[src/rtl/cpu_types_pkg.sv]
// Shared MIPS core types: machine word, opcode/funct encodings and fetch-stage state.
// Imported by every pipeline stage.
package cpu_types_pkg;

    localparam int WORD_W   = 32;
    localparam int OPCODE_W = 6;
    localparam int FUNCT_W  = 6;

    typedef logic [WORD_W-1:0] word_t;

    typedef enum logic [OPCODE_W-1:0] {
        RTYPE = 6'h00,
        J     = 6'h02,
        JAL   = 6'h03,
        BEQ   = 6'h04,
        BNE   = 6'h05,
        ADDI  = 6'h08,
        ADDIU = 6'h09,
        SLTI  = 6'h0a,
        SLTIU = 6'h0b,
        ANDI  = 6'h0c,
        ORI   = 6'h0d,
        XORI  = 6'h0e,
        LUI   = 6'h0f,
        LW    = 6'h23,
        SW    = 6'h2b,
        HALT  = 6'h3f
    } opcode_t;

    typedef enum logic [FUNCT_W-1:0] {
        SLL  = 6'h00,
        SRL  = 6'h02,
        JR   = 6'h08,
        ADD  = 6'h20,
        ADDU = 6'h21,
        SUB  = 6'h22,
        SUBU = 6'h23,
        AND  = 6'h24,
        OR   = 6'h25,
        XOR  = 6'h26,
        NOR  = 6'h27,
        SLT  = 6'h2a,
        SLTU = 6'h2b
    } funct_t;

    // sll $0,$0,0 -- the canonical bubble
    localparam word_t NOP_INSTR = 32'h0;

    typedef enum logic {
        FETCH,
        HALTED
    } fetch_state_t;

    // Fetch addresses are always word aligned.
    function automatic word_t word_align(input word_t addr);
        return addr & ~word_t'(3);
    endfunction

endpackage

[src/rtl/fetch_unit_if_id_latch.sv]
// Generic pipeline latch holding instruction word, PC+4 and a valid bit.
// Flush beats enable; with neither asserted the contents hold.
module if_id_latch
    import cpu_types_pkg::*;
#(
    parameter word_t NOP_WORD = NOP_INSTR
) (
    input  logic  CLK,
    input  logic  nRST,
    input  logic  enable,
    input  logic  flush,
    input  word_t instr_load,
    input  word_t npc_load,
    input  logic  valid_load,
    output word_t instr,
    output word_t npc,
    output logic  valid
);

    word_t instr_reg;
    word_t npc_reg;
    logic  valid_reg;

    always_ff @(posedge CLK or negedge nRST) begin
        if (!nRST) begin
            instr_reg <= NOP_WORD;
            npc_reg   <= '0;
            valid_reg <= 1'b0;
        end else if (flush) begin
            instr_reg <= NOP_WORD;
            npc_reg   <= '0;
            valid_reg <= 1'b0;
        end else if (enable) begin
            instr_reg <= instr_load;
            npc_reg   <= npc_load;
            valid_reg <= valid_load;
        end
    end

    assign instr = instr_reg;
    assign npc   = npc_reg;
    assign valid = valid_reg;

endmodule

[src/rtl/fetch_unit.sv]
// Instruction fetch: owns the PC, reads the icache and fills the IF/ID latch.
// Priority each FETCH cycle: redirect > halt > stall > ihit advance > bubble.
module fetch_unit
    import cpu_types_pkg::*;
#(
    parameter word_t PC_INIT  = 32'h00000000,
    parameter word_t NOP_WORD = NOP_INSTR
) (
    input  logic    CLK,
    input  logic    nRST,
    input  logic    ihit,
    input  word_t   imemload,
    output logic    imemREN,
    output word_t   imemaddr,
    input  logic    stall,
    input  logic    redirect_en,
    input  word_t   redirect_pc,
    input  logic    halt_in,
    output word_t   instr_out,
    output word_t   npc_out,
    output logic    valid_out,
    output opcode_t opcode_out,
    output funct_t  funct_out,
    output logic    halted
);

    fetch_state_t state_reg, state_next;
    word_t        pc_reg, pc_next;
    word_t        pc_plus4;
    logic         latch_en;
    logic         latch_flush;

    assign pc_plus4 = pc_reg + word_t'(4);

    always_ff @(posedge CLK or negedge nRST) begin
        if (!nRST) begin
            state_reg <= FETCH;
            pc_reg    <= PC_INIT;
        end else begin
            state_reg <= state_next;
            pc_reg    <= pc_next;
        end
    end

    always_comb begin
        state_next  = state_reg;
        pc_next     = pc_reg;
        latch_en    = 1'b0;
        latch_flush = 1'b0;
        case (state_reg)
            FETCH: begin
                if (redirect_en) begin
                    // Any word returned this cycle is on the wrong path.
                    pc_next     = word_align(redirect_pc);
                    latch_flush = 1'b1;
                end else if (halt_in && valid_out) begin
                    state_next  = HALTED;
                    latch_flush = 1'b1;
                end else if (stall) begin
                    pc_next = pc_reg;
                end else if (ihit) begin
                    pc_next  = pc_plus4;
                    latch_en = 1'b1;
                end else begin
                    // Miss: insert a bubble so decode never sees a repeat.
                    latch_flush = 1'b1;
                end
            end
            HALTED: begin
                state_next = HALTED;
            end
            default: begin
                state_next = FETCH;
            end
        endcase
    end

    if_id_latch #(
        .NOP_WORD (NOP_WORD)
    ) u_if_id (
        .CLK        (CLK),
        .nRST       (nRST),
        .enable     (latch_en),
        .flush      (latch_flush),
        .instr_load (imemload),
        .npc_load   (pc_plus4),
        .valid_load (1'b1),
        .instr      (instr_out),
        .npc        (npc_out),
        .valid      (valid_out)
    );

    assign imemaddr   = pc_reg;
    assign imemREN    = nRST && (state_reg == FETCH);
    assign halted     = (state_reg == HALTED);
    assign opcode_out = opcode_t'(instr_out[31:26]);
    assign funct_out  = funct_t'(instr_out[5:0]);

endmodule

[config.mk]
export PLATFORM = sky130hd
export DESIGN_NAME = fetch_unit
export DESIGN_NICKNAME = d
export VERILOG_FILES = /design/src/rtl/cpu_types_pkg.sv /design/src/rtl/fetch_unit_if_id_latch.sv /design/src/rtl/fetch_unit.sv
export SDC_FILE = /design/constraint.sdc
export NUM_CORES = 1
export LEC_CHECK = 0
export ABC_AREA = 1
export CELL_PAD_IN_SITES_DETAIL_PLACEMENT = 1
export CELL_PAD_IN_SITES_GLOBAL_PLACEMENT = 1
export CORE_UTILIZATION = 30
export DETAILED_ROUTE_END_ITERATION = 12
export MAX_ROUTING_LAYER = met4
export PLACE_DENSITY = 0.79
export SLEW_MARGIN = 5
export SYNTH_ARGS = -nofsm -noshare
export SYNTH_HDL_FRONTEND = slang
export SYNTH_SLANG_ARGS = --single-unit
[constraint.sdc]
create_clock -name CLK -period 1.6 [get_ports CLK]
set_input_delay 0.48 -clock CLK [delete_from_list [all_inputs] [get_ports CLK]]
set_output_delay 0.48 -clock CLK [all_outputs]
set_load 0.02 [all_outputs]
==> results.md <==
* TritonCTS Buffers at 9
* Synth Cell Area at 0.00488 mm²
* Vias after detailed routing at 4999
* Io pins at approximately 180
* Compound-Gate Fraction of Synth Area at 11.4%
* Reg2reg path depth at 7
* Fraction of layout cells with a size suffix above 1 at 22.3%
* Final wirelength at 18.4 mm
* Max reg flops at 32
* Final setup fails at 2
* Dpl cells at 1022
* Post-synth top area cell: dfrtp_1
* Slew HR at 64.5%
* Post-Synth XOR/XNOR Area at 1.08%
* Main synth FF type: dfrtp_1
* Simple-gate portion of the synthesized area at 30.6%
* Commonest non-fill, non-tap cell in the layout: nand2_1
* Post-synth EDFFs at 0
* Cells along the critical path: dlygate4sd2_1
* Hold Fails Final Rpt at 0
* Crit path DAT at 1.13 ns
* Nets at approximately 900
* Post-synthesis cell count at 624
* Fin crit period at 1.61 ns
* Asr flop ratio synth at 100%
* Leakage at roughly 3.9 nW
* VDD IR max at around 0.00058 V
* Placer Congestion at 0.886
* Finished Core Util at 47.9%
* Largest cells by area after synthesis: dfrtp_1 (49%), nand2_1 (17%), nor2_1 (6.3%)
* First-pass GRT wire length at 27.9 mm
* 1st-iter DRT viols at 233
* Most frequent cells in the layout: nand2_1 (198), dfrtp_1 (79), dlygate4sd2_1 (74)
* # rows at 46
* Slowest CP cell: dlygate4sd2_1
* # port buffers at approximately 180
* Crit path from: u_if_id.instr[8]
* Diode count at 0
* Yosys Warn Count at 0
* Combinational family with the most area after synthesis: simple AND/OR/NAND/NOR gates
* CTS tree: done
* Number of cells on the critical path at 1
* Critical R2R Launch: imemaddr[6]
* Setup tns final at -0.0141 ns
* Post-DP HPWL at between 10 and 15 mm
* Failing checks: setup timing
* Clock Latency Late Sink at about 0.36 ns
* Die H at 130 µm
* CTS sink cnt at 95
* Vias per inst at approximately 4.8
* Vias in the first global route at 5284
* HP Class: in -> async
* Final non-filler cell area at 0.00760 mm²
* DRC viols at 0
* Initial antenna violation count at 0
* Crit end category: output pin
* Worst setup path endpoint: instr_out[8]
* Cell Pwr Density at 810 mW/mm²
* Post-synthesis adder-cell area fraction at 0.256%
* Final count of pins violating max slew at 0
* WP data required at 1.12 ns
* Netlist cell types at 29
* Mapped Avg Cell Area at 7.83 µm²
* Family with the most delay on the worst path: buffers and inverters
* Max-Cap Viols at 0
* Non-Filler Instances at 1046
* RSZ-0062 raised after global routing: yes
* Clk buf depth at 2
* Largest net degree at the start of global routing at 57
* Starting Density at about 30%
* Htree depth at 3
* Die area at 0.0168 mm²
* Final Skew at 0.00738 ns
* Status: finished, violations left
* Actual slew at the worst max-slew pin at 0.533 ns
* Fmax at just over 0.6 GHz
* Post-synthesis sequential area ratio at 48.7%
* Wire per inst at 17.6 µm
* Area of the core at about 0.016 mm²
* Hold buffer count at CTS at 0
* Slowest Stage Delay on Critical Path at ~0.39 ns
* Critical Path Fanout Max at 2
* ANT nets after route at 0
* Grt ovf at 0
* Clock-pin slew on the worst setup and hold paths at 0.07 ns
* Die Width at 130 µm
* Place WS at -0.453 ns
* Area grow syn2layout at 55.7%
* Hold slack at 0.219 ns
* R2r endpoint: imemaddr[9]
* Root buf cell: clkbuf_16
* Pwr Total at 6.16 mW
* Crit path kind: reg -> out
* First-pass iteration count of the detailed router at 4
* R2R setup slack at 0 ns
* Post-route setup slack at -0.00942 ns
* Critical path buffers and inverters at 1
* Yosys reg bits at 95
* Global Route Usage Sum at 22.7%
* Critical Path Source Type: register
* Post-synth top area share at 48.7%
* Post-synthesis mux area share at 0%
* Area after DPL at 0.00709 mm²
* Final worst path period share at 101%
==> cell families (layout without fill, tap and decap cells) <==
kind of cell / after synthesis / count (layout)
simple gates: 360 / 360
fa+ha+maj: 1 / 1
compound gates: 82 / 82
buf+inv: 79 / 284
xor+xnor: 6 / 6
other cells: 1 / 2
flops: 95 / 95
==> cells in the mapped netlist (all sizes together), types with 2 or more instances <==
cell / n
a21o: 2
a21oi: 12
a22o: 34
a31oi: 2
and2: 4
buf: 32
clkbuf: 8
dfrtp: 95
inv: 39
nand2: 230
nand3: 29
nand3b: 2
nor2: 94
o211ai: 2
o21ai: 30
xor2: 6
==> power by group <==
| group | internal, mW | switching (mW) | total (mW) |
|---|---|---|---|
| combinational | 0.549 | 0.690 | 1.24 |
| sequential | 2.53 | 0.144 | 2.68 |
| clock | 1.25 | 0.997 | 2.24 |
==> layer usage <==
layer	vias to the layer above	share of wire (%)	GRT usage, %
met4	0	2.6	10.4
met5	-	0	-
li1	2376	-	-
met2	153	49	38.4
met3	31	5.6	3.80
met1	2439	42	26.3
==> area by class of cell <==
type / count / area [µm²]
Clock buffer: 10 / 239
Clock inverter: 5 / 58.8
Fill cell: 1906 / 8280
Inverter: 39 / 154
Multi-Input combinational cell: 451 / 2320
Sequential cell: 95 / 2400
Tap cell: 216 / 270
Timing Repair Buffer: 230 / 2160
==> worst min path at each step <==
stage / start / slack, ns / cells past startpoint / to
finish: nRST / 0.22 / 2 / u_if_id.instr[15]
global placement: u_if_id.npc[17] / 0.47 / 2 / u_if_id.npc[17]
CTS: nRST / 0.24 / 2 / u_if_id.instr[6]
floorplan: nRST / 0.18 / 0 / halted
global route: nRST / 0.27 / 2 / u_if_id.instr[25]
detailed placement: u_if_id.npc[9] / 0.47 / 2 / u_if_id.npc[9]
==> what timing repair did <==
action                     4_1_cts  5_1_grt
buffers inserted                 2        6
cloned                           0        1
setup endpoints to repair      169      104
resized for setup              176       97
pin swaps                       10       19
Power figures use the tool's default switching activity.
